<file path="src/rtl/param_scheduler_if.sv">
// Handshake bundle between the sequencing FSM and the parameter scheduler.
interface param_scheduler_if #(
  parameter int N_PARAM = 16,
  parameter int IDX_W   = 4
);
  logic [2:0]         state;
  logic               start_req;
  logic [N_PARAM-1:0] init_mask;
  logic               wb_valid;
  logic               wb_done;
  logic               is_start;
  logic               is_find;
  logic               is_finish;
  logic [IDX_W-1:0]   param_idx;
  logic [7:0]         sweep_cnt;
  logic               timeout;

  modport master (
    output state, start_req, init_mask, wb_valid, wb_done,
    input  is_start, is_find, is_finish, param_idx, sweep_cnt, timeout
  );

  modport slave (
    input  state, start_req, init_mask, wb_valid, wb_done,
    output is_start, is_find, is_finish, param_idx, sweep_cnt, timeout
  );
endinterface

</file>
<file path="src/rtl/param_scheduler.sv">
// Round-robin scheduler over a pending-parameter bitmap; produces the start/find/finish
// strobes that steer the top-level sequencing FSM.
module param_scheduler #(
  parameter int N_PARAM   = 16,
  parameter int IDX_W     = 4,
  parameter int MAX_SWEEP = 8
) (
  input  logic              clk,
  input  logic              rst,
  param_scheduler_if.slave  bus
);
  localparam logic [2:0]       S_IDLE       = 3'd0;
  localparam logic [2:0]       S_GET_PARAM  = 3'd1;
  localparam logic [2:0]       S_WRITE_BACK = 3'd5;
  localparam logic [IDX_W-1:0] LAST_IDX     = IDX_W'(N_PARAM - 1);
  localparam logic [7:0]       MAX_SW       = 8'(MAX_SWEEP);

  logic [N_PARAM-1:0] r_pending;
  logic [IDX_W-1:0]   r_ptr;
  logic [IDX_W-1:0]   r_param_idx;
  logic [7:0]         r_sweep_cnt;
  logic               r_armed;
  logic               r_is_start;
  logic               r_is_find;
  logic               r_is_finish;
  logic               r_timeout;

  logic               w_start;
  logic               w_live;
  logic               w_fin_empty;
  logic               w_fin_sweep;
  logic               w_finish;
  logic               w_scan;
  logic               w_hit;
  logic               w_wrap;
  logic [IDX_W-1:0]   w_ptr_nxt;
  logic               w_wb_clr;

  assign w_start     = bus.start_req && (bus.state == S_IDLE) && !r_is_finish;
  assign w_live      = r_armed && !r_is_finish;
  // Finish looks at the registered bitmap, so a write-back clear is seen one edge later.
  assign w_fin_empty = w_live && (r_pending == '0);
  assign w_fin_sweep = w_live && (r_pending != '0) && (r_sweep_cnt >= MAX_SW);
  assign w_finish    = w_fin_empty || w_fin_sweep;
  // A scan step is suppressed whenever finish fires, so finish always beats find.
  assign w_scan      = (bus.state == S_GET_PARAM) && w_live && !r_is_find && !w_finish;
  assign w_hit       = r_pending[r_ptr];
  assign w_wrap      = w_scan && (r_ptr == LAST_IDX);
  assign w_ptr_nxt   = (r_ptr == LAST_IDX) ? '0 : r_ptr + 1'b1;
  assign w_wb_clr    = (bus.state == S_WRITE_BACK) && bus.wb_valid && bus.wb_done;

  always_ff @(posedge clk or posedge rst) begin
    if (rst) begin
      r_pending   <= '0;
      r_ptr       <= '0;
      r_param_idx <= '0;
      r_sweep_cnt <= '0;
      r_armed     <= 1'b0;
      r_is_start  <= 1'b0;
      r_is_find   <= 1'b0;
      r_is_finish <= 1'b0;
      r_timeout   <= 1'b0;
    end else begin
      if (w_start) begin
        r_pending   <= bus.init_mask;
        r_ptr       <= '0;
        r_sweep_cnt <= '0;
        r_armed     <= 1'b1;
        r_is_start  <= 1'b1;
      end else begin
        if (r_is_start && (bus.state != S_IDLE))
          r_is_start <= 1'b0;
        if (w_wb_clr)
          r_pending[r_param_idx] <= 1'b0;
        if (w_scan)
          r_ptr <= w_ptr_nxt;
        if (w_wrap && (r_sweep_cnt != 8'hFF))
          r_sweep_cnt <= r_sweep_cnt + 8'd1;
        if (w_finish)
          r_is_finish <= 1'b1;
        if (w_fin_sweep)
          r_timeout <= 1'b1;
      end

      if (w_scan && w_hit) begin
        r_is_find   <= 1'b1;
        r_param_idx <= r_ptr;
      end else begin
        r_is_find   <= 1'b0;
      end
    end
  end

  assign bus.is_start  = r_is_start;
  assign bus.is_find   = r_is_find;
  assign bus.is_finish = r_is_finish;
  assign bus.param_idx = r_param_idx;
  assign bus.sweep_cnt = r_sweep_cnt;
  assign bus.timeout   = r_timeout;
endmodule
</file>
<file path="src/flat_wrapper.sv">
// flat-port wrapper written by rule: the top's interface ports become plain ports
module param_scheduler_flat 
#(
  parameter int N_PARAM   = 16,
  parameter int IDX_W     = 4,
  parameter int MAX_SWEEP = 8
)
  (clk, rst, bus_state, bus_start_req, bus_init_mask, bus_wb_valid, bus_wb_done, bus_is_start, bus_is_find, bus_is_finish, bus_param_idx, bus_sweep_cnt, bus_timeout);
  param_scheduler_if #(.N_PARAM(N_PARAM), .IDX_W(IDX_W)) bus_i ();
  input  logic clk;
  input  logic rst;
  input wire logic [$bits(bus_i.state)-1:0] bus_state;
  input wire logic [$bits(bus_i.start_req)-1:0] bus_start_req;
  input wire logic [$bits(bus_i.init_mask)-1:0] bus_init_mask;
  input wire logic [$bits(bus_i.wb_valid)-1:0] bus_wb_valid;
  input wire logic [$bits(bus_i.wb_done)-1:0] bus_wb_done;
  output wire logic [$bits(bus_i.is_start)-1:0] bus_is_start;
  output wire logic [$bits(bus_i.is_find)-1:0] bus_is_find;
  output wire logic [$bits(bus_i.is_finish)-1:0] bus_is_finish;
  output wire logic [$bits(bus_i.param_idx)-1:0] bus_param_idx;
  output wire logic [$bits(bus_i.sweep_cnt)-1:0] bus_sweep_cnt;
  output wire logic [$bits(bus_i.timeout)-1:0] bus_timeout;
  assign bus_i.state = bus_state;
  assign bus_i.start_req = bus_start_req;
  assign bus_i.init_mask = bus_init_mask;
  assign bus_i.wb_valid = bus_wb_valid;
  assign bus_i.wb_done = bus_wb_done;
  assign bus_is_start = bus_i.is_start;
  assign bus_is_find = bus_i.is_find;
  assign bus_is_finish = bus_i.is_finish;
  assign bus_param_idx = bus_i.param_idx;
  assign bus_sweep_cnt = bus_i.sweep_cnt;
  assign bus_timeout = bus_i.timeout;
  param_scheduler #(.N_PARAM(N_PARAM), .IDX_W(IDX_W), .MAX_SWEEP(MAX_SWEEP)) u_core (.clk(clk), .rst(rst), .bus(bus_i));
endmodule
</file>
<file path="config.mk">
export PLATFORM = sky130hd
export DESIGN_NAME = param_scheduler_flat
export DESIGN_NICKNAME = d
export VERILOG_FILES = /design/src/rtl/param_scheduler_if.sv /design/src/rtl/param_scheduler.sv /design/src/flat_wrapper.sv
export SDC_FILE = /design/constraint.sdc
export NUM_CORES = 1
export LEC_CHECK = 0
export CAP_MARGIN = 10
export CORE_AREA = 4 4 73 75
export DETAILED_ROUTE_END_ITERATION = 16
export DIE_AREA = 0 0 77 79
export DONT_BUFFER_PORTS = 1
export PLACE_DENSITY_LB_ADDON = 0.15
export SLEW_MARGIN = 20
export SYNTH_ARGS = -nofsm -noshare
export SYNTH_HDL_FRONTEND = slang
export SYNTH_SLANG_ARGS = --single-unit
</file>
<file path="constraint.sdc">
create_clock -name clk -period 2.8 [get_ports clk]
set_input_delay 0.84 -clock clk [delete_from_list [all_inputs] [get_ports clk]]
set_output_delay 0.84 -clock clk [all_outputs]
set_load 0.01 [all_outputs]
</file>
# Word-level counts from Yosys, hierarchy flattened
# Index checks and enable logic that the tools add are counted.
[word_totals]
in_bits = 24
ff_bits = 37
elab_cells = 66
out_inout_bits = 16
[op_classes]
muxes = 14
n_reduce_logical = 30
magnitude_cmp = 4
n_eq_ne = 4
n_bitwise = 3
add_sub_neg = 2
[ops]
columns = ["cell", "count"]
rows = [
  ["$mux 16", 2],
  ["$and 16x16->16", 1],
  ["$logic_and 1x1->1", 16],
  ["$logic_not 16->1", 1],
  ["$mux 8", 2],
  ["$not 16->16", 1],
  ["$reduce_bool 16->1", 1],
  ["$mux 4", 3],
  ["$lt 4x5->1 const B", 2],
  ["$add 8x1->8 const B", 1],
  ["$ge 8x4->1 const B", 1],
  ["$ne 8x8->1 const B", 1],
  ["$reduce_bool 2->1", 4],
  ["$mux 1", 5],
  ["$add 4x1->4 const B", 1],
  ["$bmux 1 s4", 1],
  ["$demux 1 s4", 1],
  ["$eq 4x4->1 const B", 1],
  ["$ge 4x1->1 const B", 1],
  ["$reduce_and 2->1", 2],
  ["$eq 3x1->1 const B", 1],
  ["$eq 3x3->1 const B", 1],
  ["$logic_not 1->1", 3],
  ["$logic_not 3->1", 1],
  ["other kinds (3)", 3],
]

# Depth between registers and ports, before layout
[logic_depth]
depth_word = 11
depth_mapped = 6
depth_no_buf = 6

# Worst setup path before layout
# OpenSTA, ideal clock, no wires.
[synth_timing]
path_kind = "in2reg"
startpoint = "input port bus_state[1]"
endpoint = "register u_core.r_sweep_cnt[2], in the netlist u_core.bus.sweep_cnt[2]"
required_ps = 2734
t_arrival_ps = 2112
slack_ps = 622
cell_stages = 5
path_cell_list = "or3_1 -> nor4_4 -> nand3_4 -> or4_1 -> nand2_1"
[synth_between]
elab_chain_cells = 7
word_cells_on_any_way = 11
classes_between = "eq/ne (1); mux (1); reduce/logical (9)"
[synth_rtl]
columns = ["element", "line_no", "rtl"]
rows = [
  ["start, declared", "flat_wrapper.sv:12", "input wire logic [$bits(bus_i.state)-1:0] bus_state;"],
  ["$eq 3x1->1", "param_scheduler.sv:46", "assign w_scan = (bus.state == S_GET_PARAM) && w_live && !r_is_find && !w_finish;"],
  ["$logic_and 1x1->1 (3 in series)", "param_scheduler.sv:46", ""],
  ["$logic_and 1x1->1", "param_scheduler.sv:48", "assign w_wrap = w_scan && (r_ptr == LAST_IDX);"],
  ["$logic_and 1x1->1", "param_scheduler.sv:77", "if (w_wrap && (r_sweep_cnt != 8'hFF))"],
  ["$reduce_bool 2->1 (no source line)", "-", ""],
  ["end signal, assigned", "param_scheduler.sv:78", "r_sweep_cnt <= r_sweep_cnt + 8'd1;"],
  ["end, declared", "param_scheduler.sv:21", "logic [7:0] r_sweep_cnt;"],
]
# Several ways; a longest one is shown, not always the timed one.
# A chain may end at the register's enable or synchronous reset.

# Worst setup path after layout
[layout_timing]
startpoint = "register u_core.r_sweep_cnt[3], in the netlist u_core.bus.sweep_cnt[3]"
endpoint = "register u_core.r_sweep_cnt[2], in the netlist u_core.bus.sweep_cnt[2]"
[layout_between]
elab_chain_cells = 8
word_cells_on_any_way = 9
classes_between = "order compare (1); eq/ne (1); reduce/logical (7)"
[layout_rtl]
columns = ["element", "line_no", "rtl"]
rows = [
  ["$ge 8x4->1", "param_scheduler.sv:43", "assign w_fin_sweep = w_live && (r_pending != '0) && (r_sweep_cnt >= MAX_SW);"],
  ["$logic_and 1x1->1", "param_scheduler.sv:43", ""],
  ["$logic_or 1x1->1", "param_scheduler.sv:44", "assign w_finish = w_fin_empty || w_fin_sweep;"],
  ["$logic_not 1->1", "param_scheduler.sv:46", ""],
  ["$logic_and 1x1->1", "param_scheduler.sv:46", ""],
  ["$logic_and 1x1->1", "param_scheduler.sv:48", ""],
  ["$logic_and 1x1->1 *", "param_scheduler.sv:77", ""],
  ["$reduce_bool 2->1 (no source line) *", "-", ""],
]
# Mark *: on every way between the ends. The rest lies on a longest branch, timed or not.

==> results.txt <==
Outcome - complete, no violations
Root Buffer - clkbuf_8
HP Class - primary input to async pin
Ports - 40
Global Route met1 Usage - 0.209
Worst slew pin tran - 0.469 ns
Ys flop type - dfrtp_1
CTS Sinks - 37
Yosys top cell area share - 0.503
Clock Skews - 0.00482 ns
Mean Syn Cell Area - 10.4 um2
Leading cell types in the layout, fill and taps excluded - dfrtp_1 (37), o21ai_0 (29), nand2_1 (24), nor2_1 (8), nand3_1 (7)
Achievable Freq - 447 MHz
Min Tclk post-route - 2.24 ns
Worst path cell trace - or4_4 -> nor4_4 -> nand3_4 -> or4_1 -> nand2_1
Vias per inst - 5.90
Largest net degree at the start of global routing - 43
Routed vias - 1,375
Die height - 79 um
Syn nets - 204
Cell count after synthesis - 177
Die area - 6080 um2
Area of the mapped netlist - 1840 um2
ANT cells - 0
DRC Markers - 0
Most common cell after layout, fill and taps aside - dfrtp_1
CP Data Required Time - 3.03 ns
Initial antenna violation count - 0
Worst Path Arrival - 2.46 ns
Async SR Flop Fraction - 1.00
Rows - 25
PortBufs - 0
Synth Register Bits - 37
Synth cell types - 40
Post-DP HPWL - 3030 um
Total track usage - 0.155
Post-CTS Hold Fix Bufs - 0
Core area - 4660 um2
Pwr Density - 826 nW/um2
Grt met3 use - 0.0567
Chip width - 77 um
Final setup TNS - 0 ns
Post-Route WL - 4340 um
ANT nets after route - 0
Gr ovfl total - 0
Vias in the first global route - 1,408
Endpoint class of the critical path - flop
Multi-input logic area - 876 um2
EDFF count, synth - 0
Wire per inst - 18.6 um
Startpoint Class - flop
RePlAce Congestion - 0.812
Leakage - 0.838 nW
Final setup viols - 0
Area growth from synthesis to layout - 8.49%
Ys Warns - 0
Ranking of synthesized cells by area - dfrtp_1 (50%), o21ai_0 (7.9%), mux4_2 (4.9%)
Final Slew Violations - 0
Register area share after synthesis - 0.503
CTS clk-pin slew, worst paths - 0.07 ns
GRT met2 Usage - 0.223
Slew margin rel. - 0.687
Max-Cap Viols - 0
Hold violation count in the final report - 0
Crit path max fanout - 6
Clock tree buffer depth - 2
CTS tree - yes
Postcts setup bufs - 0
Critical Path Slowest Stage Cell - or4_4
Crit path kind - flop to flop
Hold Slack - 0.546 ns
Worst-Skew Late Latency - 0.29 ns
Starting density of the core - 0.395
H-tree levels - 2
Post-cts resize count - 0
R2R Setup Slk - 0.56 ns
Initial DRC count - 80
CP peak stage delay - 0.59 ns
Router iterations before antenna repair - 4
Nets@finish - 206
Core Util, Final - 0.429
FILL cells - 470
Most Crowded Layer GR - met2
First-pass GRT wire length - 7350 um
Max IR drop VDD - 0.000323 V
FF+latch area - 926 um2
Post-synth top area cell - dfrtp_1
Share of layout cells above drive strength 1 - 0.140
RSZ-0062 raised after global routing - false
Inserted Clock Buffers - 5
Period utilisation layout - 0.799
synthesized netlist by cell type, drive strengths merged, types with 2 or more instances:
library cell  count
a21o              2
a21oi             3
clkbuf            6
dfrtp            37
ha                3
inv               4
mux2              4
mux2i             2
mux4              4
nand2            24
nand2b            2
nand3             8
nand3b            3
nand4             2
nand4b            2
nor2              9
nor2b             4
nor3              2
nor4              5
o21ai            29
o31ai             4
or3               2
or4               3
logic make-up after synthesis:
| group | after synthesis | synth area share |
|---|---|---|
| xor gates and xnor gates | 2 | 0.00951 |
| and+or+nand+nor | 68 | 0.208 |
| adders and majority gates | 3 | 0.0204 |
| DFF | 37 | 0.503 |
| buffers and inverters | 11 | 0.0231 |
| AOI/OAI and AO/OA | 46 | 0.152 |
| muxes | 10 | 0.0842 |
power by group:
part | internal (mW) | switching (mW) | total (mW)
Combinational | 0.206 | 0.183 | 0.388
Clock | 0.195 | 0.180 | 0.376
Sequential | 0.681 | 0.205 | 0.886
Total | 1.08 | 0.568 | 1.65
flip-flops by register name, indices dropped and copies added (netlist names):
register              count
u_core.bus.is_start       1
u_core.bus.param_idx      4
u_core.r_pending         16
u_core.r_ptr              4
u_core.r_armed            1
u_core.bus.is_finish      1
u_core.bus.timeout        1
u_core.bus.is_find        1
u_core.bus.sweep_cnt      8
per-layer routing:
| metal | vias up | share of wire |
|---|---|---|
| li1 | 644 | - |
| met1 | 670 | 0.47 |
| met2 | 50 | 0.44 |
| met3 | 11 | 0.070 |
| met4 | 0 | 0.024 |
| met5 | - | 0 |
critical path: cells and delay by family (launching register included):
kind / cells / cell delay, ns
and+or+nand+nor: 5 / 1.73
DFF: 1 / 0.44
layout make-up:
cell class / instances / area share
multi-input cells: 129 / 0.438
inverters: 4 / 0.00751
clock buffers: 7 / 0.0432
repair buffers: 2 / 0.0138
flip-flops and latches: 37 / 0.463
well taps: 54 / 0.0338
final timing paths:
| path | startpoint | to | cells after the start |
|---|---|---|---|
| setup / recovery | u_core.bus.sweep_cnt[3] | u_core.bus.sweep_cnt[2] | 5 |
| hold / removal | rst | u_core.r_pending[10] | 2 |
| setup reg to reg | u_core.bus.sweep_cnt[3] | u_core.bus.sweep_cnt[2] | 5 |
| hold reg to reg | u_core.bus.timeout | u_core.bus.timeout | 1 |
| max in group asynchronous | rst | u_core.bus.param_idx[3] | 2 |
| min in group clk | u_core.bus.timeout | u_core.bus.timeout | 1 |
through the flow:
step | power, mW | std cells | instance area, um2 | setup WS, ns
after global placement | 1.27 | 226 | 1910 | 0.546
after global routing | 1.76 | 233 | 2000 | 0.452
after detailed placement | 1.28 | 226 | 1910 | 0.525
final | 1.65 | 233 | 2000 | 0.564
after CTS | 1.67 | 233 | 2000 | 0.551
after floorplan | 1.16 | 177 | 1840 | 0.622
No activity file was read; power rests on OpenSTA's default activity.
